### src/rtl/tileng_prep_sched.sv
// Per-scanline scheduler: preps the BG then the FG tile engine for each accepted row and
// muxes their VRAM read addresses. Optional watchdog on engine waits: TILESCHED_WATCHDOG_EN.
module tileng_prep_sched #(
    parameter int VISIBLE_ROWS   = 240,
    parameter int TIMEOUT_CYCLES = 1024
) (
    input  logic        clk,
    input  logic        rst_n,
    input  logic        line_start,
    input  logic [7:0]  next_row,
    output logic [7:0]  row_q,
    output logic        bg_prep,
    output logic        fg_prep,
    input  logic        bg_done,
    input  logic        fg_done,
    input  logic [10:0] bg_tilram_addr,
    input  logic [10:0] fg_tilram_addr,
    input  logic [11:0] bg_patram_addr,
    input  logic [11:0] fg_patram_addr,
    output logic [10:0] tilram_addr,
    output logic [11:0] patram_addr,
    output logic        line_ready,
    output logic        busy,
    output logic        overrun,
    output logic        timeout,
    input  logic        clr_flags
);

    typedef enum logic [2:0] {
        IDLE    = 3'd0,
        BG_PREP = 3'd1,
        BG_WAIT = 3'd2,
        FG_PREP = 3'd3,
        FG_WAIT = 3'd4
    } state_t;

    localparam logic [7:0] VIS_ROWS_C = 8'(VISIBLE_ROWS);

    state_t      state_r;
    state_t      state_nxt_s;
    logic [7:0]  row_q_r;
    logic        sel_fg_r;
    logic        bg_prep_r;
    logic        fg_prep_r;
    logic        line_ready_r;
    logic        busy_r;
    logic        overrun_r;
    logic        overrun_set_s;
    logic        wd_exp_s;

`ifdef TILESCHED_WATCHDOG_EN
    localparam logic [15:0] WD_LAST_C = 16'(TIMEOUT_CYCLES - 1);

    logic [15:0] wd_cnt_r;
    logic        timeout_r;

    // A wait expires when it has lasted TIMEOUT_CYCLES cycles and its done is still absent.
    assign wd_exp_s = (wd_cnt_r == WD_LAST_C) &&
                      (((state_r == BG_WAIT) && !bg_done) ||
                       ((state_r == FG_WAIT) && !fg_done));

    // Wait-cycle counter: zeroed on entry to each WAIT state, counts while waiting.
    always_ff @(posedge clk or negedge rst_n) begin
        if (!rst_n) begin
            wd_cnt_r <= 16'd0;
        end else if (((state_nxt_s == BG_WAIT) || (state_nxt_s == FG_WAIT)) &&
                     (state_nxt_s != state_r)) begin
            wd_cnt_r <= 16'd0;
        end else if ((state_r == BG_WAIT) || (state_r == FG_WAIT)) begin
            wd_cnt_r <= wd_cnt_r + 16'd1;
        end else begin
            wd_cnt_r <= wd_cnt_r;
        end
    end

    // Sticky timeout flag; a firing watchdog beats a simultaneous clear.
    always_ff @(posedge clk or negedge rst_n) begin
        if (!rst_n) begin
            timeout_r <= 1'b0;
        end else if (wd_exp_s) begin
            timeout_r <= 1'b1;
        end else if (clr_flags) begin
            timeout_r <= 1'b0;
        end else begin
            timeout_r <= timeout_r;
        end
    end

    assign timeout = timeout_r;
`else
    assign wd_exp_s = 1'b0;
    assign timeout  = 1'b0;
`endif

    // Next-state logic for the BG-then-FG prep sequence.
    always_comb begin
        state_nxt_s = state_r;
        case (state_r)
            IDLE: begin
                if (line_start && (next_row < VIS_ROWS_C)) begin
                    state_nxt_s = BG_PREP;
                end else begin
                    state_nxt_s = IDLE;
                end
            end
            BG_PREP: state_nxt_s = BG_WAIT;
            BG_WAIT: begin
                if (bg_done || wd_exp_s) begin
                    state_nxt_s = FG_PREP;
                end else begin
                    state_nxt_s = BG_WAIT;
                end
            end
            FG_PREP: state_nxt_s = FG_WAIT;
            FG_WAIT: begin
                if (fg_done || wd_exp_s) begin
                    state_nxt_s = IDLE;
                end else begin
                    state_nxt_s = FG_WAIT;
                end
            end
            default: state_nxt_s = IDLE;
        endcase
    end

    assign overrun_set_s = line_start && (state_r != IDLE);

    // State register and outputs registered from the next state so they align with it.
    always_ff @(posedge clk or negedge rst_n) begin
        if (!rst_n) begin
            state_r      <= IDLE;
            bg_prep_r    <= 1'b0;
            fg_prep_r    <= 1'b0;
            busy_r       <= 1'b0;
            sel_fg_r     <= 1'b0;
            line_ready_r <= 1'b0;
        end else begin
            state_r      <= state_nxt_s;
            bg_prep_r    <= (state_nxt_s == BG_PREP);
            fg_prep_r    <= (state_nxt_s == FG_PREP);
            busy_r       <= (state_nxt_s != IDLE);
            sel_fg_r     <= (state_nxt_s == FG_PREP) || (state_nxt_s == FG_WAIT);
            line_ready_r <= (state_r == FG_WAIT) && (state_nxt_s == IDLE);
        end
    end

    // Row latch: any line_start seen in IDLE is captured, even rows that are not prepped.
    always_ff @(posedge clk or negedge rst_n) begin
        if (!rst_n) begin
            row_q_r <= 8'd0;
        end else if (line_start && (state_r == IDLE)) begin
            row_q_r <= next_row;
        end else begin
            row_q_r <= row_q_r;
        end
    end

    // Sticky overrun flag; a new overrun beats a simultaneous clear.
    always_ff @(posedge clk or negedge rst_n) begin
        if (!rst_n) begin
            overrun_r <= 1'b0;
        end else if (overrun_set_s) begin
            overrun_r <= 1'b1;
        end else if (clr_flags) begin
            overrun_r <= 1'b0;
        end else begin
            overrun_r <= overrun_r;
        end
    end

    assign tilram_addr = sel_fg_r ? fg_tilram_addr : bg_tilram_addr;
    assign patram_addr = sel_fg_r ? fg_patram_addr : bg_patram_addr;

    assign row_q      = row_q_r;
    assign bg_prep    = bg_prep_r;
    assign fg_prep    = fg_prep_r;
    assign line_ready = line_ready_r;
    assign busy       = busy_r;
    assign overrun    = overrun_r;

endmodule
### config.mk
export PLATFORM = sky130hd
export DESIGN_NAME = tileng_prep_sched
export DESIGN_NICKNAME = d
export VERILOG_FILES = /design/src/rtl/tileng_prep_sched.sv
export SDC_FILE = /design/constraint.sdc
export NUM_CORES = 1
export LEC_CHECK = 0
export CAP_MARGIN = 15
export CORE_MARGIN = 2
export CORE_UTILIZATION = 31
export CTS_BUF_LIST = sky130_fd_sc_hd__clkbuf_4 sky130_fd_sc_hd__clkbuf_8 sky130_fd_sc_hd__clkbuf_16
export DETAILED_ROUTE_END_ITERATION = 8
export PLACE_DENSITY = 0.84
export SLEW_MARGIN = 20
export SYNTH_ARGS = -nofsm -noshare
export SYNTH_HDL_FRONTEND = slang
export SYNTH_SLANG_ARGS = --single-unit
### constraint.sdc
create_clock -name clk -period 4 [get_ports clk]
set_input_delay 1 -clock clk [delete_from_list [all_inputs] [get_ports clk]]
set_output_delay 1 -clock clk [all_outputs]
set_load 0.005 [all_outputs]
Word level (Yosys, flattened, before mapping)
Cells that the tools add are included.
{"block": "op_classes", "n_eq_ne": 7, "n_reduce_logical": 10, "muxes": 8, "magnitude_cmp": 1}
{"cell": "$pmux W3 S5", "n": 1}
{"cell": "$mux W12", "n": 1}
{"cell": "$mux W11", "n": 1}
{"cell": "$eq A3 B2 Y1 const B", "n": 3}
{"cell": "$lt A8 B8 Y1 const B", "n": 1}
{"cell": "$eq A3 B1 Y1 const B", "n": 2}
{"cell": "$eq A3 B3 Y1 const B", "n": 2}
{"cell": "$logic_not A3 Y1", "n": 2}
{"cell": "$reduce_bool A3 Y1", "n": 2}
{"cell": "$logic_and A1 B1 Y1", "n": 4}
{"cell": "$mux W1", "n": 4}
{"cell": "$mux W3", "n": 1}
{"cell": "$reduce_bool A2 Y1", "n": 1}
{"cell": "$logic_or A1 B1 Y1", "n": 1}
{"block": "totals", "out_inout_bits": 37, "ff_bits": 17, "input_bits": 60}

Logic depth before layout (Yosys ltp)
{"block": "depth", "word_depth": 6, "ltp_mapped": 3, "depth_no_buf": 2}

Least setup slack after synthesis
No wires, ideal clock.
{"block": "synth_timing", "kind": "in2out", "from": "in fg_patram_addr[0]", "to": "out patram_addr[0]", "cell_stages": 1, "path_slack_ps": 1745, "t_arrival_ps": 1255, "cell_sequence": "mux2_2"}
{"block": "synth_via", "elab_chain_cells": 1}
{"element": "start: declaration", "line_no": "19", "source": "input logic [11:0] fg_patram_addr,"}
{"element": "$mux W12", "line_no": "172", "source": "assign patram_addr = sel_fg_r ? fg_patram_addr : bg_patram_addr;"}
{"element": "end: declaration", "line_no": "21", "source": "output logic [11:0] patram_addr,"}
No other way between the ends.

Worst setup path in the final report
{"block": "layout_timing", "from": "in bg_tilram_addr[1]", "to": "out tilram_addr[1]"}
{"block": "layout_via", "elab_chain_cells": 1}
{"element": "start: declaration", "line_no": "16", "source": "input logic [10:0] bg_tilram_addr,"}
{"element": "$mux W11", "line_no": "171", "source": "assign tilram_addr = sel_fg_r ? fg_tilram_addr : bg_tilram_addr;"}
{"element": "end: declaration", "line_no": "20", "source": "output logic [10:0] tilram_addr,"}
No other way between the ends.

==> summary.md <==
| Metric | Value |
|---|---|
| Setup Buffers After CTS | `0` |
| Yosys Warn Count | `0` |
| Cell mode on critical path | `clkdlybuf4s50_1` |
| Switching share of power | `30.02%` |
| Drt drc | `0` |
| Fin. max-slew vios | `0` |
| Lkg Pwr | `0.7751 nW` |
| Initial antenna violation count | `0` |
| Placed wire-length estimate | `2.676 mm` |
| CTS Hold Buffers Added | `0` |
| Setup TNS | `0 ps` |
| Max-slew headroom | `42.69%` |
| Crit-path slowest cell | `clkdlybuf4s50_1` |
| Synthesized cell area | `972.2 um2` |
| Max incr delay on CP | `470 ps` |
| Ratio of final minimum period to clock period | `78.60%` |
| Startpoint types | `input port` |
| Combinational power share | `55.1%` |
| Commonest non-fill, non-tap cells in the layout | `clkdlybuf4s50_1 (95), mux2_2 (31), dfrtp_1 (17)` |
| Post-synthesis sequential area ratio | `43.76%` |
| Final WS setup | `856.0 ps` |
| Tmin final | `3144 ps` |
| Root Driver | `clkbuf_4` |
| Max Cap Viol | `0` |
| Status | `finished, final reports clean` |
| Wire per inst | `15.28 um` |
| DR vias | `989` |
| Clk Latency, worst-skew pair | `290 ps` |
| Seq pwr share | `35.5%` |
| Cell internal pwr | `676.7 uW` |
| Synth-to-layout area growth | `102.7%` |
| Die ar. | `0.003600 mm2` |
| R2r setup slk | `2360 ps` |
| TritonCTS buffer count | `3` |
| Io pins | `97` |
| GPL Wtd Cong | `0.7271` |
| Layout Nets | `231` |
| Placement Setup Slack | `848.7 ps` |
| H-tree levels | `1` |
| Grt ovf | `0` |
| Commonest non-fill, non-tap cell in the layout | `clkdlybuf4s50_1` |
| Unrepaired setup endpoints after global routing | `false` |
| Core area | `0.003028 mm2` |
| Clock Skew | `7.393 ps` |
| DRT Wirelength | `3.270 mm` |
| FMAX | `318.1 MHz` |
| Proportion of layout cells with a drive suffix above 1 | `21.76%` |
| CTS tree | `yes` |
| P_sw | `290.3 uW` |
| Number of global-route vias before repair | `1,044` |
| Largest net degree at the start of global routing | `24` |
| Drt pass-1 iters | `4` |
| # resized after CTS | `0` |
| Yosys reg bits | `17` |
| Crit path cell chain | `clkdlybuf4s50_1 -> mux2_2 -> clkdlybuf4s50_1` |
| Worst min path class | `flop to flop` |
| All-Layer GR Usage | `18.09%` |
| Post-DRT Antenna Nets | `0` |
| PortBufs | `95` |
| Die W | `60 um` |
| Setup Crit Path Kind | `input port to primary output` |
| First-pass GRT wire length | `4.830 mm` |
| Unique masters post-synth | `23` |
| Initial DRC count | `13` |
| Avg Vias per Cell | `4.621` |
| Post-synth net total | `137` |
| Setup crit end kind | `primary output` |
| Clock-pin slew on the worst setup and hold paths | `90 ps` |
| Maximum VDD drop | `312.0 uV` |
| Clock power share | `9.4%` |
| Pwr/cell area | `490.7 mW/mm2` |
| WP data arrival | `2140 ps` |
| CP Data Required Time | `3000 ps` |
| Number of cell rows | `20` |
| Final hold violations | `0` |
| CTS sink cnt | `17` |
| Antenna diodes | `0` |
| Starting Density | `32.11%` |
| CTS max path bufs | `2` |
| Mapped Cells | `77` |
| Slew @ Worst Pin | `859.6 ps` |
| Max FO, Critical Path | `1` |
| Synthesized area per cell | `12.63 um2` |
| Die Height | `60 um` |
| Setup-failing EPs final | `0` |
-- critical path: cells and delay by family --
| family | cells | cell delay, ps |
|---|---|---|
| buf+inv | 2 | 880 |
| mux | 1 | 260 |
-- synth_stat cells (all sizes together) --
| cell type | number | area share (%) |
|---|---|---|
| nand4 | 1 | 0.64 |
| clkbuf | 1 | 0.39 |
| nor4bb | 1 | 1.0 |
| mux2 | 31 | 36 |
| inv | 2 | 0.77 |
| nor2 | 3 | 1.2 |
| nand2b | 2 | 1.3 |
| and3 | 1 | 0.64 |
| or4b | 1 | 1.0 |
| o31ai | 1 | 0.77 |
| and4 | 1 | 0.90 |
| buf | 5 | 3.2 |
| a32o | 1 | 1.0 |
| o211ai | 1 | 0.77 |
| conb | 1 | 0.39 |
| o21ai | 3 | 1.5 |
| o21bai | 1 | 0.77 |
| nor4b | 1 | 2.4 |
| xnor2 | 1 | 0.90 |
| dfrtp | 17 | 44 |
| and2 | 1 | 0.64 |
-- path summary, 6_finish.rpt --
path	startpoint	endpoint	cells past startpoint
min in group asynchronous	rst_n	row_q[6]$_DFFE_PN0P_	1
worst min-delay path	row_q[3]$_DFFE_PN0P_	row_q[3]$_DFFE_PN0P_	1
worst max-delay path	bg_tilram_addr[1]	tilram_addr[1]	3
worst max register to register	state_r[0]$_DFF_PN0_	row_q[1]$_DFFE_PN0P_	2
max in group asynchronous	rst_n	state_r[2]$_DFF_PN0_	1
worst min register to register	row_q[3]$_DFFE_PN0P_	row_q[3]$_DFFE_PN0P_	1
-- cell families after synthesis --
| logic type | count (synthesis) | synth area share, % |
|---|---|---|
| other | 1 | 0.3857 |
| AOI/OAI and AO/OA | 7 | 4.891 |
| and+or+nand+nor | 12 | 9.782 |
| DFF | 17 | 43.76 |
| buffers and inverters | 8 | 4.375 |
| xor gates and xnor gates | 1 | 0.9011 |
| muxes | 31 | 35.91 |
-- power by group through the flow --
stage          combinational, mW  sequential (mW)  clock [mW]
2_1_floorplan              0.278            0.290           0
3_3_place_gp               0.528            0.340           0
3_5_place_dp               0.539            0.348           0
4_1_cts                    0.543            0.346      0.0958
5_1_grt                    0.577            0.362       0.102
6_report                   0.533            0.344      0.0906
-- sequential cells by signal (all words and copies together), names as in the netlist --
signal      count
bg_prep         1
busy            1
fg_prep         1
line_ready      1
overrun         1
row_q           8
sel_fg_r        1
state_r         3
-- layer usage --
metal | track usage, % | share of wire (%) | vias up
li1 | - | - | 464
met1 | 20.19 | 38 | 457
met2 | 34.78 | 50 | 66
met3 | 3.680 | 11 | 2
met4 | 3.810 | 0.67 | 0
met5 | 0 | 0 | -
-- area by class of cell --
class,instances,area [um2]
clock inverters,1,5.005
repair buffers,95,950.9
inverters,2,7.507
clock buffers,3,22.52
flip-flops and latches,17,425.4
multi-input cells,52,504.2
fillers,270,1057
well taps,44,55.05
-- per-stage QoR --
stage	hold slack (ps)	instance area [um2]	instances	utilization (%)	power [mW]
after CTS	522.7	1971	214	65.08	0.9850
after floorplan	505.5	972.2	77	-	0.5684
after global placement	489.9	1943	210	64.17	0.8678
final	517.6	1971	214	65.08	0.9670
after global routing	548.2	1971	214	65.08	1.041
after detailed placement	495.0	1943	210	64.17	0.8864
(Power assumes the default switching activity.)
